## config.mk

```make
export PLATFORM = sky130hd
export DESIGN_NAME = conv_engine
export DESIGN_NICKNAME = d
export VERILOG_FILES = /design/src/rtl/conv_engine.sv
export SDC_FILE = /design/constraint.sdc
export NUM_CORES = 1
export LEC_CHECK = 0
export ABC_AREA = 1
export ABC_CLOCK_PERIOD_IN_PS = 10900
export CORE_MARGIN = 2
export CORE_UTILIZATION = 43
export DETAILED_ROUTE_END_ITERATION = 7
export SYNTH_ARGS = -nofsm -noshare
export SYNTH_HDL_FRONTEND = slang
export SYNTH_SLANG_ARGS = --single-unit
```

## constraint.sdc

```tcl
create_clock -name clk -period 10.9 [get_ports clk]
set_clock_uncertainty 0.05 [all_clocks]
set_input_delay 2.18 -clock clk [delete_from_list [all_inputs] [get_ports clk]]
set_output_delay 2.18 -clock clk [all_outputs]
set_load 0.01 [all_outputs]
```

## src/rtl/conv_engine.sv

```systemverilog
// rtl/conv_engine.sv - sequential 3x3 convolution engine with start/done handshake
module conv_engine #(
  parameter int          DATA_W = 8,
  parameter logic [71:0] KERNEL = 72'h00_FF_00_FF_05_FF_00_FF_00,
  parameter int          SHIFT  = 0
) (
  input  logic              clk,
  input  logic              rst,
  input  logic [DATA_W-1:0] pixel_in,
  input  logic              shift_right,
  input  logic              start_conv,
  output logic              done_conv,
  output logic [DATA_W-1:0] result
);

  // 9 taps of (DATA_W+1)-bit signed x 8-bit signed products never overflow this width
  localparam int ACC_W  = DATA_W + 13;
  localparam int PROD_W = DATA_W + 9;
  localparam logic signed [ACC_W-1:0] MAX_PIX = ACC_W'((1 << DATA_W) - 1);

  typedef enum logic [1:0] {IDLE, MAC, SAT, DONE} state_t;

  state_t                   state;
  logic [DATA_W-1:0]        w [9];
  logic signed [ACC_W-1:0]  acc;
  logic [3:0]               idx;

  logic [DATA_W-1:0]        tap_pix;
  logic signed [7:0]        tap_coef;
  logic signed [PROD_W-1:0] prod;
  logic signed [ACC_W-1:0]  shifted;
  logic [DATA_W-1:0]        sat_val;

  // Select the current tap's pixel and coefficient, form the product and the clamped result
  always_comb begin
    tap_pix  = '0;
    tap_coef = '0;
    for (int k = 0; k < 9; k++) begin
      if (idx == 4'(k)) begin
        tap_pix  = w[k];
        tap_coef = KERNEL[8*k +: 8];
      end
    end
    prod    = PROD_W'($signed({1'b0, tap_pix})) * PROD_W'(tap_coef);
    shifted = acc >>> SHIFT;
    if (shifted[ACC_W-1]) begin
      sat_val = '0;
    end else if (shifted > MAX_PIX) begin
      sat_val = '1;
    end else begin
      sat_val = shifted[DATA_W-1:0];
    end
  end

  // Window shifting plus the IDLE/MAC/SAT/DONE sequencer; the window is frozen during MAC
  always_ff @(posedge clk or posedge rst) begin
    if (rst) begin
      state     <= IDLE;
      acc       <= '0;
      idx       <= '0;
      done_conv <= 1'b0;
      result    <= '0;
      for (int k = 0; k < 9; k++) begin
        w[k] <= '0;
      end
    end else begin
      if (shift_right && state != MAC) begin
        for (int k = 0; k < 8; k++) begin
          w[k] <= w[k+1];
        end
        w[8] <= pixel_in;
      end
      case (state)
        IDLE: begin
          if (start_conv) begin
            state <= MAC;
            acc   <= '0;
            idx   <= '0;
          end
        end
        MAC: begin
          acc <= acc + ACC_W'(prod);
          idx <= idx + 4'd1;
          if (idx == 4'd8) begin
            state <= SAT;
          end
        end
        SAT: begin
          result    <= sat_val;
          done_conv <= 1'b1;
          state     <= DONE;
        end
        DONE: begin
          if (!start_conv) begin
            done_conv <= 1'b0;
            state     <= IDLE;
          end
        end
        default: state <= IDLE;
      endcase
    end
  end

endmodule

```

== Yosys cells after proc, flatten, opt, wreduce, memory -nomap -nowiden ==
Cells that the tools add are included.
Word-level totals
  flip-flop bits (word level): 108
  input port bits: 12
  output and inout port bits: 9
Cells by class
  add/sub/neg operators: 2
  multipliers: 1
  order comparisons: 1
  equality and inequality tests: 15
  multiplexer cells: 29
  reductions and logical operators: 8
Operators with widths (count)
  $mux 8: 19
  $pmux 21 s2: 1
  $add 21x17->21: 1
  $gt 21x9->1 const B: 1
  $mux 21: 1
  $mul 9x8->17: 1
  $eq 4x3->1 const B: 4
  $eq 4x2->1 const B: 2
  $pmux 2 s4: 1
  $pmux 4 s2: 1
  $mux 2: 3
  $ne 2x2->1 const B: 3
  $add 4x1->4 const B: 1
  $eq 2x2->1 const B: 2
  $eq 4x1->1 const B: 1
  $eq 4x4->1 const B: 1
  $logic_not 4->1: 1
  $mux 4: 1
  $reduce_and 2->1: 2
  $reduce_bool 2->1: 2
  $reduce_and 3->1: 1
  $eq 2x1->1 const B: 1
  $logic_not 2->1: 1
  $ne 2x1->1 const B: 1
  other kinds (3): 3

== Logic depth before layout (Yosys ltp) ==
Gate-level depths: netlist of run 1.
  depth in word-level cells: 13
  mapped depth: 40
  mapped depth without buffers: 39

== Worst setup path after synthesis of run 1 ==
OpenSTA, ideal clock, no wires.
  path type: reg-to-reg
  start point: reg idx[0]
  end point: reg acc[20]
  setup time: 0.127 ns
  arrival: 5.748 ns
  data required time: 10.723 ns
  setup slack: 4.975 ns
  stages on the path, launching flop included: 27
  path buffers: 2
  period minus slack after synthesis: 5.925 ns
  cells stage by stage: dfrtp_1 -> ha_1 -> buf_2 -> nand2_2 -> clkinv_1 -> o21ai_2 -> nand2_4 -> buf_2 -> nand2_1 -> inv_1 -> fa_1 -> inv_1 -> fa_1 -> inv_1 -> fa_1 -> fa_1 -> inv_1 -> fa_1 -> inv_1 -> ha_1 -> inv_1 -> o31ai_1 -> inv_1 -> o21ai_0 -> nand3_1 -> a21oi_1 -> o22ai_1
On the way
  word-level cells in the longest chain between the ends: 13
  elaborated cells on any way between the ends: 29
Ends and longest elaborated chain
  start, declared: RTL line 26  | logic [3:0] idx;
  start signal, assigned: RTL line 83  | idx <= idx + 4'd1;
  $logic_not 4->1: RTL line 39  | if (idx == 4'(k)) begin
  $mux 8 (9 in a row): RTL line 39
  $mul 9x8->17 *: RTL line 44  | prod = PROD_W'($signed({1'b0, tap_pix})) * PROD_W'(tap_coef);
  $add 21x17->21 *: RTL line 82  | acc <= acc + ACC_W'(prod);
  $pmux 21 s2 *: RTL line 73  | case (state)
  end signal, assigned: RTL line 82
  end, declared: RTL line 25  | logic signed [ACC_W-1:0] acc;
Mark *: on every way between the ends. The rest lies on a longest branch, timed or not.
A chain may end at the register's enable or synchronous reset.

== Worst setup path in the final report of run 1 ==
  start point: reg idx[1]
  end point: reg acc[20]
The elaborated chain is that of the path after synthesis.

==> key figures, run 1 <==
Run status
  • Outcome: completed

Timing
  • Period utilization: 0.597
  • Worst slew margin: 0.358
  • Final Critical Period: 6500 ps
  • Final Max Slew Viols: 0
  • Final setup vio count: 0
  • Max Fclk: 154 MHz
  • Setup TNS Final: 0 ps
  • Slew @ Worst Pin: 963 ps
  • Unrepaired setup endpoints after global routing: false
  • Fin. Hold Viols: 0

Hold path
  • Hold_sp: w[23]
  • Hold Crit Depth: 2
  • Min-Delay Path Class: flop to flop
  • Hold worst-path end: w[23]

Floorplanning
  • Die footprint: 19,400 µm²
  • Die Ht: 139 µm
  • IO Pins: 21
  • Core Footprint: 18,000 µm²
  • Width of the die: 139 µm
  • Initial Util: 0.438
  • Row count: 49

Place
  • Post-DP Area: 8270 µm²
  • Port bufs: 20
  • HPWL after DPL: 13,600 µm
  • GP Congestion: 0.873

Worst setup path
  • Slowest CP cell: fa_1
  • CP max stage delay: 560 ps
  • Reg2Reg Depth: 30
  • Required time of the critical path: 11,080 ps
  • Setup CP Type: flop to flop
  • Crit path arrival time: 6690 ps
  • Setup crit end kind: flop
  • Startpoint types: flop
  • Reg2reg setup slack: 4400 ps
  • Worst R2R End: acc[20]
  • Reg2reg start: idx[1]
  • Worst-path fanout max: 12
  • Most common cell on crit path: inv_1

Routing
  • Final ANT Viol Nets: 0
  • Final WL: 17,500 µm
  • DR DRC count: 0
  • Vias: 5,969
  • Routed len/inst: 14.7 µm
  • DR iter-0 viols: 259
  • DR vias/cell: 5.02
  • 1st-pass router iterations: 4

Layout
  • Design Area, Final: 8580 µm²
  • P&R area growth vs syn: 9.08%
  • Multi-input gate area: 4420 µm²
  • N_diodes: 0
  • Nets: 1,087
  • Layout cells sized above 1: 0.0708
  • Fill count: 1,813
  • Register area: 2700 µm²

CTS
  • Skew-Pair Late Insertion Delay: 360 ps
  • CTS max path bufs: 2
  • Post-CTS Setup Bufs: 0
  • CTS Buf Count: 9
  • Hold buffers post-CTS: 0
  • Clock sinks: 108
  • Cts repair resizes: 0
  • TritonCTS clock tree: done
  • CTS H-tree lvls: 3
  • Clock-pin slew on the worst setup and hold paths: 70 ps
  • Root buffer cell: clkbuf_16

Synth
  • Synth async-reset ratio: 1.00
  • Post-synth EDFFs: 0
  • Cells after Synth: 945
  • Synth Flop Type: dfrtp_1
  • Syn avg cell area: 8.32 µm²
  • Count of cell types in the netlist: 41
  • Post-Syn Nets: 1,077
  • Synthesis Warnings: 0
  • Synthesized area: 7870 µm²
  • Flops & latches, synth: 108
  • Register area share after synthesis: 0.344

GRT
  • Overall routing resource usage: 0.190
  • Largest net degree at the start of global routing: 80
  • Initial antenna violation count: 0
  • First-pass GRT wire length: 29,700 µm
  • Vias in the first global route: 5,992
  • Grt ovf: 0

Run
  • Max-Cap Viols: 0
-- routing by layer --
metal	part of all wire	wire length [µm]	GRT usage	vias up
met3	0.032	559	0.0327	18
met5	0	0	0	-
met4	0.012	207	0.0542	0
met1	0.47	8260	0.251	2806
met2	0.48	8480	0.322	85
li1	-	-	-	3060
-- area by class of cell --
| type | instances | area share |
|---|---|---|
| repair buffers | 23 | 0.0260 |
| well taps | 229 | 0.0334 |
| clock buffers | 10 | 0.0279 |
| clock inverters | 6 | 0.00802 |
| flip-flops and latches | 108 | 0.315 |
| inverters | 171 | 0.0751 |
| multi-input cells | 642 | 0.515 |
-- cells by family (layout without fill, tap and decap cells) --
| logic type | after synthesis | count (layout) | share of synthesized area |
|---|---|---|---|
| buffers and inverters | 195 | 210 | 0.0959 |
| adders and majority gates | 120 | 120 | 0.231 |
| and+or+nand+nor | 321 | 321 | 0.176 |
| AOI/OAI and AO/OA | 185 | 185 | 0.133 |
| DFF | 108 | 108 | 0.344 |
| xor gates and xnor gates | 7 | 7 | 0.00779 |
| muxes | 9 | 9 | 0.0129 |
-- worst max-delay path, delay by kind of cell (launching register included) --
| kind | cells | cell delay, ps |
|---|---|---|
| compound gates | 4 | 850 |
| fa+ha+maj | 7 | 3270 |
| buf+inv | 9 | 900 |
| flops | 1 | 410 |
| simple gates | 10 | 890 |
-- Yosys cell counts, types with 3 or more instances --
| library cell | number | area [µm²] |
|---|---|---|
| o21bai_1 | 4 | 30.0 |
| nand4_1 | 9 | 56.3 |
| inv_2 | 11 | 41.3 |
| nor4_1 | 3 | 18.8 |
| o21ai_0 | 70 | 350 |
| ha_1 | 78 | 976 |
| dfrtp_1 | 108 | 2700 |
| nor2_4 | 3 | 33.8 |
| inv_1 | 159 | 597 |
| mux2_2 | 9 | 101 |
| o211ai_1 | 3 | 22.5 |
| o21ai_1 | 3 | 15.0 |
| xor2_1 | 4 | 35.0 |
| xnor2_1 | 3 | 26.3 |
| o21ai_2 | 3 | 26.3 |
| nand2_4 | 4 | 45.0 |
| nand2_1 | 176 | 661 |
| o22ai_1 | 12 | 75.1 |
| buf_2 | 3 | 15.0 |
| fa_1 | 42 | 841 |
| clkbuf_1 | 18 | 67.6 |
| nor3_1 | 6 | 30.0 |
| a22o_1 | 4 | 35.0 |
| a31oi_1 | 5 | 31.3 |
| nor2_1 | 63 | 236 |
| nand2_2 | 14 | 87.6 |
| a21oi_1 | 70 | 350 |
| nand3_1 | 41 | 205 |
-- cells in the final DEF (no fill, tap or decap), types with 9 or more instances in the layout --
| master | netlist | layout |
|---|---|---|
| clkbuf_16 | 0 | 9 |
| o21ai_0 | 70 | 70 |
| ha_1 | 78 | 78 |
| nand3_1 | 41 | 41 |
| dfrtp_1 | 108 | 108 |
| a21oi_1 | 70 | 70 |
| mux2_2 | 9 | 9 |
| nand4_1 | 9 | 9 |
| nand2_2 | 14 | 14 |
| fa_1 | 42 | 42 |
| nor2_1 | 63 | 63 |
| inv_1 | 159 | 158 |
| inv_2 | 11 | 11 |
| nand2_1 | 176 | 175 |
| clkdlybuf4s50_1 | 0 | 20 |
| o22ai_1 | 12 | 12 |
-- registers in the layout, summed over array words and instances, names as in the netlist --
name and flops:
done_conv 1, state 2, w 72, acc 21
result 8, idx 4
-- worst max path at each step --
| stage | startpoint | to | slack (ps) | depth (start not counted) |
|---|---|---|---|---|
| detailed placement | idx[1] | acc[20] | 4420 | 30 |
| finish | idx[1] | acc[20] | 4400 | 30 |
| global placement | idx[1] | acc[20] | 4580 | 30 |
| CTS | idx[1] | acc[20] | 4400 | 30 |
| global route | idx[1] | acc[20] | 3860 | 30 |
| floorplan | idx[0] | acc[20] | 4970 | 26 |
-- metrics by stage --
step	util	setup WS (ps)	instances	hold WS (ps)
detailed placement	0.461	4420	1173	423
floorplan	-	4970	945	403
finish	0.478	4400	1189	437
global route	0.478	3860	1189	457
global placement	0.461	4580	1173	416
CTS	0.478	4400	1189	442
Power of run 1 is left out: the tool's default activity adds up to more than one toggle a clock period on the data nets, which glitch-free logic cannot reach.
==> run 2: changes to the inputs <==
--- a/config.mk
+++ b/config.mk
@@ -6,7 +6,7 @@
 export NUM_CORES = 1
 export LEC_CHECK = 0
 export ABC_AREA = 1
-export ABC_CLOCK_PERIOD_IN_PS = 10900
+export ABC_CLOCK_PERIOD_IN_PS = 6700
 export CORE_MARGIN = 2
 export CORE_UTILIZATION = 43
 export DETAILED_ROUTE_END_ITERATION = 7
==> constraint.sdc (replaced) <==
create_clock -name clk -period 6.7 [get_ports clk]
set_clock_uncertainty 0.05 [all_clocks]
set_input_delay 1.34 -clock clk [delete_from_list [all_inputs] [get_ports clk]]
set_output_delay 1.34 -clock clk [all_outputs]
set_load 0.01 [all_outputs]
==> key figures, run 2 (synthesis gave the netlist of run 1 again) <==
Worst setup path
  • Required time of the critical path: 6900 ps (-4180 ps)
  • Slowest CP cell: fa_1
  • Setup crit end kind: flop
  • Crit path arrival time: 6440 ps (-250 ps)
  • CP max stage delay: 550 ps (about the same)
  • Most common cell on crit path: nand2_1
  • Worst-path fanout max: 6 (-6)
  • Setup CP Type: flop to flop
  • Startpoint types: flop

Routing
  • 1st-pass router iterations: 4 (unchanged)
  • Vias: 5,969 (unchanged)
  • Routed len/inst: 14.6 µm (-0.60%)
  • DR DRC count: 0 (unchanged)
  • Final ANT Viol Nets: 0 (unchanged)
  • DR iter-0 viols: 284 (+9.7%)
  • Final WL: 17,400 µm (-0.43%)
  • DR vias/cell: 5.01 (-0.17%)

CTS
  • CTS H-tree lvls: 3 (unchanged)
  • Clock-pin slew on the worst setup and hold paths: 80 ps (about the same)
  • Clock sinks: 108 (unchanged)
  • CTS max path bufs: 2 (unchanged)
  • CTS Buf Count: 9 (unchanged)
  • Skew-Pair Late Insertion Delay: 360 ps (about the same)
  • Root buffer cell: clkbuf_16
  • Hold buffers post-CTS: 0 (unchanged)
  • TritonCTS clock tree: done

GRT
  • Vias in the first global route: 5,991 (-0.017%)
  • Met3 GRT Util: 0.0289 (-0.00379)
  • Met2 Use GR: 0.318 (-0.00439)
  • Largest net degree at the start of global routing: 79 (-1.3%)
  • Most crowded layer after global routing: met2
  • Met1 GRT Util: 0.264 (+0.0132)
  • Grt ovf: 0 (unchanged)
  • Overall routing resource usage: 0.193 (+0.00299)
  • Initial antenna violation count: 0 (unchanged)
  • First-pass GRT wire length: 30,500 µm (+2.7%)

Timing
  • Setup TNS Final: 0 ps (unchanged)
  • Final setup vio count: 0 (unchanged)
  • Fin. Hold Viols: 0 (unchanged)
  • Final Critical Period: 6230 ps (-268 ps)
  • Final Max Slew Viols: 0 (unchanged)
  • Worst slew margin: 0.471 (+0.113)
  • Period utilization: 0.931 (+0.334)
  • Slew @ Worst Pin: 794 ps (-169 ps)
  • Unrepaired setup endpoints after global routing: false
  • Max Fclk: 160 MHz (+4.3%)

Layout
  • N_diodes: 0 (unchanged)
  • Top flop regs: w (72), acc (21), result (8)
  • Final Util: 0.483 (+0.00495)
  • Top reg by flops: w
  • Fill count: 1,747 (-3.6%)
  • Largest register FFs: 72 (unchanged)
  • P&R area growth vs syn: 10.2%
  • Commonest non-fill, non-tap cell in the layout: nand2_1
  • Nets: 1,089 (+0.18%)
  • Most frequent cells in the layout: nand2_1, inv_1, dfrtp_1
  • Layout cells sized above 1: 0.0790 (+0.00817)

Run status
  • Outcome: completed

Place
  • HPWL after DPL: 13,500 µm (-0.20%)
  • GP Congestion: 0.913 (+4.5%)
  • Port bufs: 20 (unchanged)

Floorplanning
  • Width of the die: 139 µm (unchanged)
  • Die Ht: 139 µm (unchanged)
  • Row count: 49 (unchanged)
  • IO Pins: 21 (unchanged)
  • Core Footprint: 18,000 µm² (unchanged)
  • Die footprint: 19,400 µm² (unchanged)
  • Initial Util: 0.438 (unchanged)

Hold path
  • Min-Delay Path Class: flop to flop

Run
  • Max-Cap Viols: 0 (unchanged)
-- run 2: changes by cell type in the layout (fill, tap and decap cells not counted), moves of 2 or more --
cell / before / now
ha_2: 0 / 2
buf_4: 3 / 5
ha_1: 78 / 76
bufinv_16: 1 / 3
clkinv_2: 2 / 0
-- run 2: through the flow --
step           hold slack [ps]  area (µm²)  setup slack (ps)  std cells
3_5_place_dp               423        8290               298       1175
2_1_floorplan              403        7870               775        945
6_report                   439        8670               466       1191
5_1_grt                    464        8670              18.9       1191
4_1_cts                    441        8650               248       1191
3_3_place_gp               417        8290               419       1175
-- run 2: final timing paths --
path                       depth (start not counted)        to  slack (ps)  startpoint
max                                               31   acc[16]         470      idx[0]
min                                                2      w[9]         440        w[9]
max reg2reg                                       31   acc[16]         470      idx[0]
min reg2reg                                        2      w[9]         440        w[9]
max in group asynchronous                          3    idx[0]        4040         rst
min in group asynchronous                          2  state[0]        1440         rst
-- run 2: worst max-delay path: cells and delay by family, from the launching register on --
family                     cells  cell delay, ps
adders and majority gates      7            3190
DFF                            1             440
buffers and inverters          7             670
AOI/OAI and AO/OA              5             720
and+or+nand+nor               12            1080
-- run 2: layout make-up --
class	instances	area (µm²)	share of cell area
clock buffers	9	225	0.0260
clock inverters	7	134	0.0154
inverters	171	644	0.0743
multi-input cells	642	4440	0.512
flip-flops and latches	108	2700	0.312
well taps	229	287	0.0330
repair buffers	25	238	0.0274
-- run 2: timing repair --
item | in CTS | in global routing
setup buffers | 0 | 0
endpoints found under the setup margin | 0 | 7
gates resized for setup | 0 | 8
-- run 2: routing by layer --
| metal | wire length (µm) | part of all wire |
|---|---|---|
| met1 | 8360 | 0.48 |
| met2 | 8420 | 0.48 |
| met3 | 406 | 0.023 |
| met4 | 243 | 0.014 |
| met5 | 0 | 0 |
Power of run 2 is left out for the same reason.
